## src/rtl/mc_ctrl_pkg.sv

```systemverilog
// Shared definitions for the mc_ctrl multi-cycle controller: state encoding,
// opcode map, ALU operand-mode codes and parameter defaults.
package mc_ctrl_pkg;

    typedef enum logic [3:0] {
        ST_START0    = 4'd0,
        ST_START1    = 4'd1,
        ST_FETCH     = 4'd2,
        ST_DECODE    = 4'd3,
        ST_EXECUTE   = 4'd4,
        ST_MEM       = 4'd5,
        ST_WRITEBACK = 4'd6,
        ST_HALT      = 4'd7,
        ST_FAULT     = 4'd8
    } state_t;

    localparam int unsigned OP_NOOP = 0;
    localparam int unsigned OP_LOD  = 1;
    localparam int unsigned OP_STR  = 2;
    localparam int unsigned OP_BRA  = 4;
    localparam int unsigned OP_BRR  = 5;
    localparam int unsigned OP_BNE  = 6;
    localparam int unsigned OP_ALU  = 8;
    localparam int unsigned OP_HLT  = 15;

    localparam int unsigned AM_IMM_DEF   = 8;
    localparam int unsigned MAX_WAIT_DEF = 15;

    localparam logic [1:0] ALU_REG = 2'b00;
    localparam logic [1:0] ALU_IMM = 2'b01;
    localparam logic [1:0] ALU_RSV = 2'b10;

endpackage

```

## src/rtl/mc_ctrl_mem_wait.sv

```systemverilog
// MEM-phase wait counter: counts un-acknowledged, un-stalled MEM cycles and
// flags a timeout on the cycle that would reach MAX_WAIT (an ACK that cycle wins).
module mc_ctrl_mem_wait #(
    parameter int unsigned MAX_WAIT = 15
) (
    input  logic clk,
    input  logic rst,
    input  logic en,
    input  logic ack,
    input  logic stall,
    output logic timeout
);

    localparam int unsigned CW = 8;

    logic [CW-1:0] count;

    always_ff @(posedge clk or posedge rst) begin
        if (rst) begin
            count <= '0;
        end else if (!en) begin
            count <= '0;
        end else if (!stall && !ack) begin
            count <= count + 8'd1;
        end
    end

    assign timeout = en && !stall && !ack && (count == CW'(MAX_WAIT - 1));

endmodule

```

## src/rtl/mc_ctrl.sv

```systemverilog
// Multi-cycle CPU control FSM driving PC, register file, ALU and data memory.
// Define MC_CTRL_SKIP_MEM_EN to let non-memory instructions bypass the MEM state.
module mc_ctrl
    import mc_ctrl_pkg::*;
#(
    parameter int unsigned OPW      = 4,
    parameter int unsigned MMW      = 4,
    parameter int unsigned AM_IMM   = AM_IMM_DEF,
    parameter int unsigned MAX_WAIT = MAX_WAIT_DEF
) (
    input  logic           CLK,
    input  logic           RST,
    input  logic [OPW-1:0] OPCODE,
    input  logic [MMW-1:0] MM,
    input  logic [MMW-1:0] STAT,
    input  logic           STALL,
    input  logic           MEM_ACK,
    output logic           RF_WE,
    output logic [1:0]     ALU_OP,
    output logic           WB_SEL,
    output logic           RD_SEL,
    output logic           PC_SEL,
    output logic           PC_WRITE,
    output logic           PC_RST,
    output logic           BR_SEL,
    output logic           MEM_REQ,
    output logic           MEM_WE,
    output logic           HALTED,
    output logic           FAULT,
    output logic [3:0]     STATE
);

    state_t         state;
    logic [OPW-1:0] op_q;
    logic [MMW-1:0] mm_q;

    logic opcode_legal;
    logic is_load, is_store, is_alu, is_mem_op;
    logic is_branch, is_abs_br, taken;
    logic mem_en, timeout;

    assign opcode_legal = (OPCODE == OPW'(OP_NOOP)) || (OPCODE == OPW'(OP_LOD)) ||
                          (OPCODE == OPW'(OP_STR))  || (OPCODE == OPW'(OP_BRA)) ||
                          (OPCODE == OPW'(OP_BRR))  || (OPCODE == OPW'(OP_BNE)) ||
                          (OPCODE == OPW'(OP_ALU));

    assign is_load   = (op_q == OPW'(OP_LOD));
    assign is_store  = (op_q == OPW'(OP_STR));
    assign is_alu    = (op_q == OPW'(OP_ALU));
    assign is_mem_op = is_load || is_store;
    assign is_abs_br = (op_q == OPW'(OP_BRA)) || (op_q == OPW'(OP_BNE));
    assign is_branch = is_abs_br || (op_q == OPW'(OP_BRR));
    // A zero mask makes the branch unconditional.
    assign taken     = is_branch && ((mm_q & STAT) == mm_q);
    assign mem_en    = (state == ST_MEM) && is_mem_op;

    mc_ctrl_mem_wait #(
        .MAX_WAIT(MAX_WAIT)
    ) u_mem_wait (
        .clk    (CLK),
        .rst    (RST),
        .en     (mem_en),
        .ack    (MEM_ACK),
        .stall  (STALL),
        .timeout(timeout)
    );

    // HALT and FAULT self-loop, so gating on STALL leaves them unaffected.
    always_ff @(posedge CLK or posedge RST) begin
        if (RST) begin
            state <= ST_START0;
            op_q  <= '0;
            mm_q  <= '0;
        end else if (!STALL) begin
            case (state)
                ST_START0: state <= ST_START1;
                ST_START1: state <= ST_FETCH;
                ST_FETCH:  state <= ST_DECODE;
                ST_DECODE: begin
                    op_q <= OPCODE;
                    mm_q <= MM;
                    if (OPCODE == OPW'(OP_HLT)) begin
                        state <= ST_HALT;
                    end else if (opcode_legal) begin
                        state <= ST_EXECUTE;
                    end else begin
                        state <= ST_FAULT;
                    end
                end
                ST_EXECUTE: begin
`ifdef MC_CTRL_SKIP_MEM_EN
                    if (is_mem_op) begin
                        state <= ST_MEM;
                    end else if (is_alu) begin
                        state <= ST_WRITEBACK;
                    end else begin
                        state <= ST_FETCH;
                    end
`else
                    state <= ST_MEM;
`endif
                end
                ST_MEM: begin
                    if (!is_mem_op || MEM_ACK) begin
                        state <= ST_WRITEBACK;
                    end else if (timeout) begin
                        state <= ST_FAULT;
                    end
                end
                ST_WRITEBACK: state <= ST_FETCH;
                ST_HALT:      state <= ST_HALT;
                ST_FAULT:     state <= ST_FAULT;
                default:      state <= ST_FAULT;
            endcase
        end
    end

    always_comb begin
        RF_WE    = 1'b0;
        ALU_OP   = ALU_REG;
        WB_SEL   = 1'b0;
        RD_SEL   = 1'b0;
        PC_SEL   = 1'b0;
        PC_WRITE = 1'b0;
        PC_RST   = 1'b0;
        BR_SEL   = 1'b0;
        MEM_REQ  = 1'b0;
        MEM_WE   = 1'b0;
        HALTED   = 1'b0;
        FAULT    = 1'b0;
        case (state)
            ST_START0: PC_RST = 1'b1;
            ST_FETCH:  PC_WRITE = !STALL;
            ST_EXECUTE: begin
                if (mm_q == '0) begin
                    ALU_OP = ALU_REG;
                end else if (mm_q == MMW'(AM_IMM)) begin
                    ALU_OP = ALU_IMM;
                end else begin
                    ALU_OP = ALU_RSV;
                end
                BR_SEL = is_abs_br;
                if (taken) begin
                    PC_SEL   = 1'b1;
                    PC_WRITE = !STALL;
                end
            end
            ST_MEM: begin
                if (is_mem_op) begin
                    MEM_REQ = !STALL;
                    MEM_WE  = is_store;
                end
            end
            ST_WRITEBACK: begin
                if (is_alu || is_load) begin
                    RF_WE  = !STALL;
                    WB_SEL = is_load;
                    RD_SEL = 1'b1;
                end
            end
            ST_HALT:  HALTED = 1'b1;
            ST_FAULT: FAULT = 1'b1;
            default: ;
        endcase
    end

    assign STATE = state;

endmodule

```

## config.mk

```make
export PLATFORM = sky130hd
export DESIGN_NAME = mc_ctrl
export DESIGN_NICKNAME = d
export VERILOG_FILES = /design/src/rtl/mc_ctrl_pkg.sv /design/src/rtl/mc_ctrl_mem_wait.sv /design/src/rtl/mc_ctrl.sv
export SDC_FILE = /design/constraint.sdc
export NUM_CORES = 1
export LEC_CHECK = 0
export CORE_ASPECT_RATIO = 1.75
export CORE_MARGIN = 5
export CORE_UTILIZATION = 37
export CTS_BUF_LIST = sky130_fd_sc_hd__clkbuf_16
export DETAILED_ROUTE_END_ITERATION = 7
export DONT_BUFFER_PORTS = 1
export SLEW_MARGIN = 5
export SYNTH_ARGS = -nofsm -noshare
export SYNTH_HDL_FRONTEND = slang
export SYNTH_SLANG_ARGS = --single-unit
```

## constraint.sdc

```tcl
create_clock -name CLK -period 1.9 [get_ports CLK]
set_clock_uncertainty 0.2 [all_clocks]
set_input_delay 0.38 -clock CLK [delete_from_list [all_inputs] [get_ports CLK]]
set_output_delay 0.38 -clock CLK [all_outputs]
set_load 0.005 [all_outputs]
```

# Word-level counts from Yosys, hierarchy flattened
# Index checks and enable logic that the tools add are counted.
dict set report classes {
  n_bitwise 2
  eq_ne 26
  muxes 28
  n_reduce_logical 26
  add_sub_neg 1
}
# cell n
set ops {}
lappend ops {{== test 4 x 3 -> 1 bit, second input constant} 10}
lappend ops {{case mux 4 bit (7 select lines)} 1}
lappend ops {{== test 4 bit, second input constant} 5}
lappend ops {{2-to-1 mux 1 bit} 17}
lappend ops {{== test 4 x 2 -> 1 bit, second input constant} 4}
lappend ops {{2-to-1 mux 4 bit} 4}
lappend ops {{2-to-1 mux 8 bit} 2}
lappend ops {{== test 4 x 1 -> 1 bit, second input constant} 3}
lappend ops {{logical NOT 4 bit} 3}
lappend ops {{logical OR 1 bit} 11}
lappend ops {{adder 8 x 1 -> 8 bit, second input constant} 1}
lappend ops {{== test 8 x 4 -> 1 bit, second input constant} 1}
lappend ops {{logical AND 1 bit} 6}
lappend ops {{2-to-1 mux 2 bit} 3}
lappend ops {{AND 4 bit} 1}
lappend ops {{== test 4 bit} 1}
lappend ops {{AND reduction 2 bit} 2}
lappend ops {{logical NOT 1 bit} 3}
lappend ops {{!= test 3 x 2 -> 1 bit, second input constant} 1}
lappend ops {{!= test 2 bit, second input constant} 1}
lappend ops {{case mux 1 bit (2 select lines)} 1}
lappend ops {{OR reduction 2 bit} 1}
lappend ops {{inverter 1 bit} 1}
dict set report word_totals {
  in_bits 16
  reg_bits 20
  out_inout_bits 17
}

# Depth between registers and ports, before layout
# Gate-level depths: netlist of the first run.
dict set report logic_depth {
  ltp_word 10
  ltp_mapped 6
}

# By module
# A second synthesis of the first run with hierarchy kept.
dict set report hier_totals {
  hier_cells 135
  hier_area_um2 1246.2
}
# mod area_per_inst_um2 cells_each instances
set modules_own_cells {}
lappend modules_own_cells {mc_ctrl 808.3 88 1}
lappend modules_own_cells {mc_ctrl_mem_wait 437.9 47 1}

# Worst setup path after synthesis of the first run
# No wires, ideal clock.
dict set report synth_path {
  path_kind {register -> output}
  startpoint {register state[0], in the netlist STATE[0]}
  endpoint {output PC_WRITE}
  path_buffers 1
  slack_ns -0.028
  path_stages_with_launch 6
  required_ns 1.320
  t_arrival_ns 1.348
  path_cell_list {dfrtp_1 -> buf_4 -> nor2_1 -> nand4b_1 -> a2111oi_2 -> o21ba_2}
}
dict set report synth_via {
  elab_chain_len 2
  elab_cells_between_ends 3
  cone_classes {eq/ne (2); mux (1)}
}
# element line
set synth_lines {}
lappend synth_lines {{start, declared} mc_ctrl.sv:33} ;# state_t state;
lappend synth_lines {{start signal, assigned} mc_ctrl.sv:71} ;# state <= ST_START0;
lappend synth_lines {{start signal, assigned} mc_ctrl.sv:76} ;# ST_START0: state <= ST_START1;
lappend synth_lines {{start signal, assigned} mc_ctrl.sv:77} ;# ST_START1: state <= ST_FETCH;
lappend synth_lines {{== test 4 x 3 -> 1 bit / == test 4 x 2 -> 1 bit (equally long branches)} mc_ctrl.sv:131} ;# case (state)
lappend synth_lines {{case mux 1 bit (2 select lines) (*)} mc_ctrl.sv:131}
lappend synth_lines {{end, declared} mc_ctrl.sv:23} ;# output logic PC_WRITE,
# Mark *: on every way between the ends. The rest lies on a longest branch, timed or not.

# Worst setup path in the final report of the first run
# Ends and elaborated chain as after synthesis.

==> reports/results.ini, run 1 <==
[die]
die_h_microns = 87.0
die_area_sq_um = 4700
die_w_microns = 54.0
rows = 28
initial_utilization_pct = 37.7
core_region_area_sq_um = 3330
ios = 33

[clock_network]
cts-root-buf = clkbuf_16
path_clk_slew_ps = 50
htreeDepth = 1
worstSkewPairLatency_ps = 250
cts_tree = built
cts_sinks = 20
cts_inserted_buffers = 3
clock_path_buffers = 2

[sta]
setup_viol = 7
slew_violations = 0
fin_ws_ps = -127
hold_ws_ps = 66.1
hold_viol = 0
tightest_slew_ps = 400
rsz0062_at_grt = true
finalCritPeriodShare_pct = 107
period_needed_ps = 2030
fin_tns_setup_ps = -501
fmax_mhz = 493
slew_headroom_pct = 72.6

[power_and_ir_drop]
p_sw_share_pct = 33.1
power_frac_clock_pct = 25.0
p_total_mw = 1.70
power_frac_comb_pct = 35.0
max-vdd-ir-drop_v = 0.000497
p_int_mw = 1.14
switchingPower_mw = 0.564
total_leakage_power_nw = 0.632
powerDensity_nw_per_um2 = 1130
p_seq_share_pct = 40.0

[setup_path]
path_cells = nor2_2, nand4b_1, a2111oi_4, o21ba_2
critPathRequiredTime_ps = 1320
slowest_delay_ps = 420
worstPathArrival_ps = 1450
crit_slowest_cell = dfrtp_1
worstSetupEndpointType = primary output
path_class = reg2out
cp-start-kind = flop
crit_path_max_fanout = 5

[grt]
grt_max_degree = 21
grt_overflow = 0
track_usage_pct = 13.7
grt_antenna_before_repair = 0
grt_pass1_vias = 1029
grt_pass1_wl_mm = 4.70

[routing]
ant_nets = 0
first_pass_iters = 3
drt-initial-drc-count = 11
avgViaCountPerCell = 5.48
routed_wl_mm = 2.90
wl_per_cell_microns = 16.1
drcViolationCount = 0
vias = 987

[synth]
ys_seq_elements = 20
yosysSeqAreaShare_pct = 39.9
syn-num-nets = 143
synth.distinct_cells = 37
synth_cells = 125
synth_warnings = 0
syn-cell-area_sq_um = 1250
syn-mean-instance-area_sq_um = 10.0

[min_path]
hold_class = in2reg

[cells_and_area]
area_growth_pct = 20.3
final_area_sq_um = 1510
final_nets = 154
utilization_pct = 45.4
layout-drive-gt1-share_pct = 28.9
diodes = 0

[placed_design]
dp_hpwl_mm = 2.29
place_area_sq_um = 1360
globalplace.congestion = 0.839
port_buffers = 0

[outcome]
violations = setup timing
status = complete, but fails checks

[job]
cap_violations = 0

## routing by layer
metal | track usage (%) | vias to the layer above | routed length [microns]
li1 | - | 468 | -
met1 | 13.6 | 483 | 1030
met2 | 24.4 | 27 | 1570
met3 | 3.26 | 9 | 181
met4 | 7.94 | 0 | 119
met5 | 0 | - | 0
## worst max-delay path, delay by kind of cell, from the launching register on
family	cells	cell delay (ps)
compound gates	2	450
flops	1	420
simple gates	2	330
## path summary, 6_finish.rpt
kind,from,endpoint,slack (ps),cells past startpoint
worst min-delay path,STALL,STATE[1]$_DFFE_PP0P_,70,1
worst max-delay path,STATE[0]$_DFFE_PP0P_,PC_WRITE,-130,4
min in group asynchronous,RST,u_mem_wait.count[5]$_DFFE_PP0P_,400,3
max in group asynchronous,RST,STATE[1]$_DFFE_PP0P_,880,3
worst min register to register,STATE[3]$_DFFE_PP0P_,STATE[3]$_DFFE_PP0P_,330,1
worst max register to register,STATE[3]$_DFFE_PP0P_,mm_q[3]$_DFFE_PP0P_,80,3
## logic make-up (layout without fill, tap and decap cells)
logic type,count (synthesis),count (layout),synth area share [%]
adder cells (fa/ha/maj),2,2,1.99
AO/OA/AOI/OAI,14,14,9.27
AND/OR/NAND/NOR,60,60,27.4
buffers and inverters,12,22,5.58
flip-flops,20,20,39.9
XOR/XNOR,9,9,6.28
multiplexers,8,8,9.57
## cells in the mapped netlist (all sizes together)
cell     count  share of area (%)
dfrtp       20                 40
nor2        19                5.7
mux2         8                9.6
xor2         7                4.9
buf          6                3.8
nor3         6                2.4
nand4        5                2.5
inv          4                1.2
nand2        4                1.2
nor2b        4                2.0
nor4         4                2.0
a211o        3                2.1
a21oi        3                1.2
nand3        3                1.2
nor3b        3                1.8
a2111oi      2                1.9
a211oi       2                1.2
clkbuf       2               0.60
ha           2                2.0
nand2b       2                1.0
nand4b       2                1.4
nor4b        2                1.9
xnor2        2                1.4
and3         1               0.50
and3b        1               0.70
and4         1               0.70
and4bb       1                1.0
o21ba        1               0.80
o21bai       1               0.60
o221ai       1               0.70
o32a         1               0.80
or2b         1               0.60
or4          1               0.90
## placed cells by master, fill, tap and decap left out, types with 2 or more instances in the layout
| cell | instances |
|---|---|
| a211o_1 | 3 |
| a211oi_1 | 2 |
| a21oi_1 | 3 |
| buf_4 | 11 |
| buf_6 | 2 |
| clkbuf_16 | 3 |
| dfrtp_1 | 19 |
| ha_1 | 2 |
| inv_1 | 4 |
| mux2_4 | 8 |
| nand2_1 | 4 |
| nand2b_1 | 2 |
| nand3_1 | 3 |
| nand4_1 | 5 |
| nand4b_1 | 2 |
| nor2_1 | 17 |
| nor2b_1 | 3 |
| nor3_1 | 4 |
| nor3_2 | 2 |
| nor3b_1 | 2 |
| nor4_2 | 3 |
| xnor2_1 | 2 |
| xor2_1 | 7 |
## power by group through the flow
stage	Sequential, mW	Clock, mW	Combinational (mW)
global route	0.700	0.468	0.640
global placement	0.672	0	0.542
floorplan	0.625	0	0.458
detailed placement	0.675	0	0.558
CTS	0.678	0.436	0.581
finish	0.681	0.426	0.596
## repair_timing
action	CTS	global route
endpoints found under the setup margin	7	10
endpoints found under the hold margin	20	0
gates cloned	0	0
resized for setup	5	8
pin swaps	1	1
hold buffers	1	0
setup buffers	1	1
## state kept, by name, indices dropped and copies added (netlist names)
signal / cells
op_q: 4
mm_q: 4
u_mem_wait.count: 8
STATE: 4
## final cells by class
cell class                 count  area [sq um]
clock buffer                   3          75.1
clock inverter                 1          3.75
fill                         322          1820
inverter                       4          15.0
multi-input combinational     93           743
sequential                    20           502
tap                           45          56.3
timing repair buffer          14           115
## metrics by stage
step           worst slack, ps  instances
4_1_cts                   -130        180
3_5_place_dp              87.3        174
6_report                  -127        180
2_1_floorplan             72.2        125
5_1_grt                   -224        180
3_3_place_gp               110        174
Power figures use the tool's default switching activity.
==> run 2: changes to the inputs <==
--- a/config.mk
+++ b/config.mk
@@ -7,10 +7,11 @@
 export LEC_CHECK = 0
 export CORE_ASPECT_RATIO = 1.75
 export CORE_MARGIN = 5
-export CORE_UTILIZATION = 37
+export CORE_UTILIZATION = 55
 export CTS_BUF_LIST = sky130_fd_sc_hd__clkbuf_16
 export DETAILED_ROUTE_END_ITERATION = 7
 export DONT_BUFFER_PORTS = 1
+export PLACE_DENSITY = 0.73
 export SLEW_MARGIN = 5
 export SYNTH_ARGS = -nofsm -noshare
 export SYNTH_HDL_FRONTEND = slang
==> constraint.sdc (replaced) <==
create_clock -name CLK -period 1.9 [get_ports CLK]
set_clock_uncertainty 0.2 [all_clocks]
set_input_delay 0.38 -clock CLK [delete_from_list [all_inputs] [get_ports CLK]]
set_output_delay 0.38 -clock CLK [all_outputs]
set_load 0.05 [all_outputs]
==> run 2 against run 1 <==
Net effect:
- the run still ends with setup timing left
- via count grew 15%
- flip-flop and latch count unchanged
- clock power grew 3%
- setup slack lost 150 ps
- final cell count is 2.2% higher
- critical path depth unchanged
- critical path type unchanged
- largest cell class unchanged
==> reports/results.ini, run 2 (synthesis results as in run 1) <==
[cells_and_area]
area_growth_pct = 54.1
stdcell_count = 184  ; +2.2%
final_nets = 178  ; +16%
mostFrequentLayoutCell = buf_4
utilization_pct = 86.2  ; +41 points
largest_reg_flops = 8  ; unchanged
regMostFlops = u_mem_wait.count
layout-drive-gt1-share_pct = 51.6  ; +23 points
final_cell_mix = buf_4, dfrtp_1, nor2_1
diodes = 0  ; unchanged

[setup_path]
cp.buffers_inverters = 0  ; unchanged
crit_path_max_fanout = 3  ; -2
path_class = reg2out
path_delay_family = compound AO/OA/AOI/OAI gates
critPathRequiredTime_ps = 1320  ; about the same
slowest_delay_ps = 440  ; +20 ps
path_cells = nor2b_4, nand4b_1, a2111oi_4, o21ba_4
crit_slowest_cell = dfrtp_2
cp-start-kind = flop
worstPathArrival_ps = 1600  ; +150 ps
worstSetupEndpointType = primary output

[die]
core_region_area_sq_um = 2240  ; -33%
die_h_microns = 73.2  ; -16%
die_area_sq_um = 3370  ; -28%
rows = 23  ; -18%
die_w_microns = 46.1  ; -15%
ios = 33  ; unchanged
initial_utilization_pct = 55.9  ; +18 points

[clock_network]
htreeDepth = 1  ; unchanged
worstSkewPairLatency_ps = 250  ; about the same
cts-root-buf = clkbuf_16
clock_path_buffers = 2  ; unchanged
cts_inserted_buffers = 3  ; unchanged
cts_sinks = 20  ; unchanged
cts_tree = built
path_clk_slew_ps = 60  ; about the same

[sta]
fin_tns_setup_ps = -2260  ; -1760 ps
tightest_slew_ps = 473  ; +73.0 ps
period_needed_ps = 2180  ; +151 ps
finalCritPeriodShare_pct = 115  ; +8.0 points
fmax_mhz = 459  ; -6.9%
fin_ws_ps = -279  ; -151 ps
hold_viol = 0  ; unchanged
setup_viol = 21  ; +14
slew_headroom_pct = 68.4  ; -4.2 points
hold_ws_ps = 59.1  ; -7.01 ps
rsz0062_at_grt = true
slew_violations = 0  ; unchanged

[grt]
grt_overflow = 0  ; unchanged
grt_antenna_before_repair = 0  ; unchanged
track_usage_pct = 23.6  ; +10 points
grt_pass1_vias = 1210  ; +18%
grt_max_degree = 15  ; -29%
grt_pass1_wl_mm = 5.73  ; +22%

[routing]
drt-initial-drc-count = 54  ; +43
routed_wl_mm = 3.87  ; +33%
ant_nets = 0  ; unchanged
avgViaCountPerCell = 6.17  ; +12%
first_pass_iters = 4  ; +1
vias = 1135  ; +15%
drcViolationCount = 0  ; unchanged
wl_per_cell_microns = 21.0  ; +30%

[placed_design]
dp.cells = 172  ; -1.1%
port_buffers = 0  ; unchanged
dp_hpwl_mm = 2.65  ; +16%
globalplace.congestion = 0.860  ; +2.5%

[outcome]
status = complete, but fails checks
violations = setup timing

[power_and_ir_drop]
powerDensity_nw_per_um2 = 1270  ; +13%
p_total_mw = 2.46  ; +45%
max-vdd-ir-drop_v = 0.000844  ; +70%
total_leakage_power_nw = 0.812  ; +29%

[job]
cap_violations = 0  ; unchanged

[min_path]
hold_class = in2reg

==> run 2: cell types whose count changed in the layout (fill, tap and decap cells not counted), sizes merged <==
cell,change
buf,+24
==> run 2: what timing repair did <==
action                                  in CTS  in global routing
endpoints found under the hold margin       12                  0
hold buffers                                 1                  0
setup buffers                                5                  3
gates resized for setup                     20                  9
pin swaps                                    6                  4
endpoints found under the setup margin      14                 21
==> run 2: path summary, 6_finish.rpt <==
path                                                        end                 start  slack, ps  cells after the start
worst max-delay path                                   PC_WRITE  STATE[3]$_DFFE_PP0P_       -280                      4
worst min-delay path                       STATE[1]$_DFFE_PP0P_                 STALL         60                      1
worst max register to register              mm_q[3]$_DFFE_PP0P_  STATE[0]$_DFFE_PP0P_        -20                      4
worst min register to register              mm_q[3]$_DFFE_PP0P_   mm_q[3]$_DFFE_PP0P_        340                      1
max in group asynchronous                   op_q[0]$_DFFE_PP0P_                   RST        590                      3
min in group asynchronous       u_mem_wait.count[6]$_DFFE_PP0P_                   RST        400                      2
==> run 2: cell type report <==
cell class,count,area [sq um]
multi-input combinational,93,905
sequential,20,508
timing repair buffer,38,397
fill,107,310
clock buffer,3,75.1
tap,25,31.3
inverter,4,15.0
clock inverter,1,3.75
==> run 2: report_power, final <==
part	switching, mW	leakage (nW)	internal [mW]
Combinational	0.710	0.521	0.603
Clock	0.157	0.0385	0.280
Sequential	0.164	0.253	0.548
==> run 2: per-layer routing <==
metal,vias up,part of all wire (%),GRT usage [%],wire length [microns]
met5,-,0,0,0
met4,0,3.6,11.7,139
met3,13,5.4,4.94,209
met2,53,58,42.9,2240
met1,554,33,23.7,1280
li1,515,-,-,-
==> run 2: through the flow <==
stage / area, sq um / setup WS [ps]
finish: 1930 / -279
global route: 1930 / -362
CTS: 1870 / -214
detailed placement: 1650 / -35.3
global placement: 1650 / 15.6
floorplan: 1380 / -656
==> run 3: changes to the inputs <==
--- a/config.mk
+++ b/config.mk
@@ -5,13 +5,14 @@
 export SDC_FILE = /design/constraint.sdc
 export NUM_CORES = 1
 export LEC_CHECK = 0
+export ABC_AREA = 1
 export CORE_ASPECT_RATIO = 1.75
 export CORE_MARGIN = 5
-export CORE_UTILIZATION = 55
+export CORE_UTILIZATION = 56
 export CTS_BUF_LIST = sky130_fd_sc_hd__clkbuf_16
 export DETAILED_ROUTE_END_ITERATION = 7
 export DONT_BUFFER_PORTS = 1
-export PLACE_DENSITY = 0.73
+export PLACE_DENSITY = 0.74
 export SLEW_MARGIN = 5
 export SYNTH_ARGS = -nofsm -noshare
 export SYNTH_HDL_FRONTEND = slang
==> run 3 against run 2 <==
Net effect:
- the flow still finishes with violations (setup timing)
- synthesized cell count grew 50%
- fmax is essentially flat
- clock-buffer cell count is the same
- register-to-register slack gained 30 ps
- wire length grew 35%
- via count grew 37%
- total power shrank 63%
- clock power is essentially flat
- non-clock buffer count grew 2
- critical endpoint is now PC_SEL
- largest power group is now clock
==> reports/results.ini, run 3 <==
[power_and_ir_drop]
total_leakage_power_nw = 1.01  ; +25%
max-vdd-ir-drop_v = 0.000637  ; -25%
powerDensity_nw_per_um2 = 425  ; -67%
p_total_mw = 0.906  ; -63%

[die]
initial_utilization_pct = 59.1  ; +3.2 points
die_h_microns = 75.6  ; +3.3%
ios = 33  ; unchanged
core_region_area_sq_um = 2330  ; +3.8%
rows = 23  ; unchanged
die_w_microns = 47.5  ; +3.0%
die_area_sq_um = 3590  ; +6.4%

[placed_design]
pre_cts_ws_ps = 25.9  ; +61.2 ps
port_buffers = 0  ; unchanged
dp.cells = 240  ; +40%
globalplace.congestion = 0.836  ; -2.7%
dp_hpwl_mm = 2.86  ; +7.8%
place_area_sq_um = 1810  ; +10%

[setup_path]
worstSetupEndpointType = primary output
path_class = reg2out
critPathRequiredTime_ps = 1320  ; about the same
slowest_delay_ps = 380  ; -60 ps
path_cells = inv_2, or2_4, a21oi_4, nand2_2, nor3_4, buf_12
worstPathArrival_ps = 1600  ; about the same
crit_slowest_cell = dfrtp_1
cp-start-kind = flop
crit_path_max_fanout = 2  ; -1

[cells_and_area]
diodes = 0  ; unchanged
final_cell_mix = nand2_1, inv_1, buf_4
final_nets = 250  ; +40%
regMostFlops = u_mem_wait.count
seqCellArea_sq_um = 508  ; unchanged
multi_input_comb_area_sq_um = 931  ; +2.9%
layout-drive-gt1-share_pct = 45.9  ; -5.7 points
mostFrequentLayoutCell = nand2_1
largest_reg_flops = 8  ; unchanged
stdcell_count = 256  ; +39%
area_growth_pct = 54.7
utilization_pct = 91.4  ; +5.2 points
fillers = 90  ; -16%
final_area_sq_um = 2130  ; +10%

[sta]
slew_violations = 0  ; unchanged
fin_ws_ps = -277  ; +1.28 ps
hold_viol = 0  ; unchanged
tightest_slew_ps = 364  ; -109 ps
rsz0062_at_grt = true
setup_viol = 11  ; -48%
period_needed_ps = 2180  ; -1.28 ps
slew_headroom_pct = 75.7  ; +7.3 points
finalCritPeriodShare_pct = 115  ; about the same
fmax_mhz = 459  ; about the same

[synth]
syn-cell-area_sq_um = 1380  ; +9.8%
yosysSeqAreaShare_pct = 36.3  ; -3.5 points
syn-num-nets = 206  ; +44%
yosys_most_used_dff = dfrtp_1
yosys.area.top_type = dfrtp_1
synth_top_area_share_pct = 36.3  ; -3.5 points
synthArstFlopShare_pct = 100  ; unchanged
ys_top_cells_by_area = dfrtp_1, nand2_1, inv_1, nor2_1, o21ai_2
synth.most_common_cell = nand2_1
synth_cells = 188  ; +50%
synth_commonest_cells = nand2_1, inv_1, nor2_1, dfrtp_1, nand3_1
syn-mean-instance-area_sq_um = 7.33  ; -27%
ys_seq_elements = 20  ; unchanged
synth_edf_count = 0  ; unchanged
synth_warnings = 0  ; unchanged
synth.distinct_cells = 29  ; -22%

[routing]
wl_per_cell_microns = 20.4  ; -3.2%
vias = 1550  ; +37%
avgViaCountPerCell = 6.05  ; -1.8%
drcViolationCount = 0  ; unchanged
first_pass_iters = 4  ; unchanged
drt-initial-drc-count = 52  ; -3.7%
routed_wl_mm = 5.22  ; +35%
ant_nets = 0  ; unchanged

[clock_network]
cts-root-buf = clkbuf_16
worstSkewPairLatency_ps = 250  ; about the same
cts_sinks = 20  ; unchanged
path_clk_slew_ps = 60  ; about the same
htreeDepth = 1  ; unchanged
cts_tree = built
clock_path_buffers = 2  ; unchanged
cts_inserted_buffers = 3  ; unchanged

[grt]
grt_pass1_vias = 1595  ; +32%
grt_pass1_wl_mm = 6.88  ; +20%
grt_max_degree = 21  ; +6
grt_antenna_before_repair = 0  ; unchanged
track_usage_pct = 27.1  ; +3.4 points
grt_overflow = 0  ; unchanged

[min_path]
hold_class = in2reg

[outcome]
status = complete, but fails checks
violations = setup timing

[job]
cap_violations = 0  ; unchanged

-- run 3: layer usage --
| metal | vias up | share of wire, % | global-route usage [%] |
|---|---|---|---|
| li1 | 680 | - | - |
| met1 | 730 | 31 | 25.1 |
| met5 | - | 0 | 0 |
| met3 | 37 | 7.1 | 4.73 |
| met4 | 0 | 6.9 | 15.7 |
| met2 | 103 | 55 | 51.0 |
-- run 3: final timing paths --
kind	from	endpoint	slack (ps)	cells after the start
max in group asynchronous	RST	STATE[0]$_DFFE_PP0P_	830	3
min in group asynchronous	RST	u_mem_wait.count[6]$_DFFE_PP0P_	420	3
hold / removal	MM[2]	mm_q[2]$_DFFE_PP0P_	90	2
setup reg to reg	op_q[2]$_DFFE_PP0P_	STATE[3]$_DFFE_PP0P_	10	11
setup / recovery	op_q[2]$_DFFE_PP0P_	PC_SEL	-280	6
hold reg to reg	STATE[3]$_DFFE_PP0P_	STATE[3]$_DFFE_PP0P_	340	2
-- run 3: cell type report --
type / instances / area share, %
Clock buffer: 3 / 3.52
Clock inverter: 1 / 0.176
Inverter: 34 / 6.46
Multi-Input combinational cell: 133 / 43.7
Sequential cell: 20 / 23.8
Tap cell: 25 / 1.47
Timing Repair Buffer: 40 / 20.8
-- run 3: worst max-delay path: cells and delay by family, from the launching register on --
| kind | cells | cell delay (ps) |
|---|---|---|
| DFF | 1 | 380 |
| AOI/OAI and AO/OA | 1 | 150 |
| and+or+nand+nor | 3 | 590 |
| buffers and inverters | 2 | 230 |
-- run 3: repair_timing --
item,in CTS,in global routing
hold buffers,1,0
setup endpoints to repair,11,15
resized for setup,18,23
endpoints found under the hold margin,20,0
setup buffers,6,6
pin swaps,8,14
-- run 3: through the flow --
step | setup TNS, ps | hold slack [ps]
floorplan | -916 | 144
global placement | 0 | 107
detailed placement | 0 | 119
CTS | -1050 | 76.7
global route | -2730 | 87.6
finish | -2190 | 85.6
-- run 3: kinds of logic after synthesis --
family | Yosys count | share of synthesized area [%]
XOR/XNOR | 3 | 1.91
buffers and inverters | 35 | 10.3
AND/OR/NAND/NOR | 107 | 38.3
AO/OA/AOI/OAI | 21 | 11.4
flip-flops | 20 | 36.3
adder cells (fa/ha/maj) | 2 | 1.82
-- run 3: power breakdown --
part	total [mW]	internal, mW	switching (mW)
clock	0.439	0.281	0.158
combinational	0.0409	0.00973	0.0312
sequential	0.426	0.426	0.000000000000000294
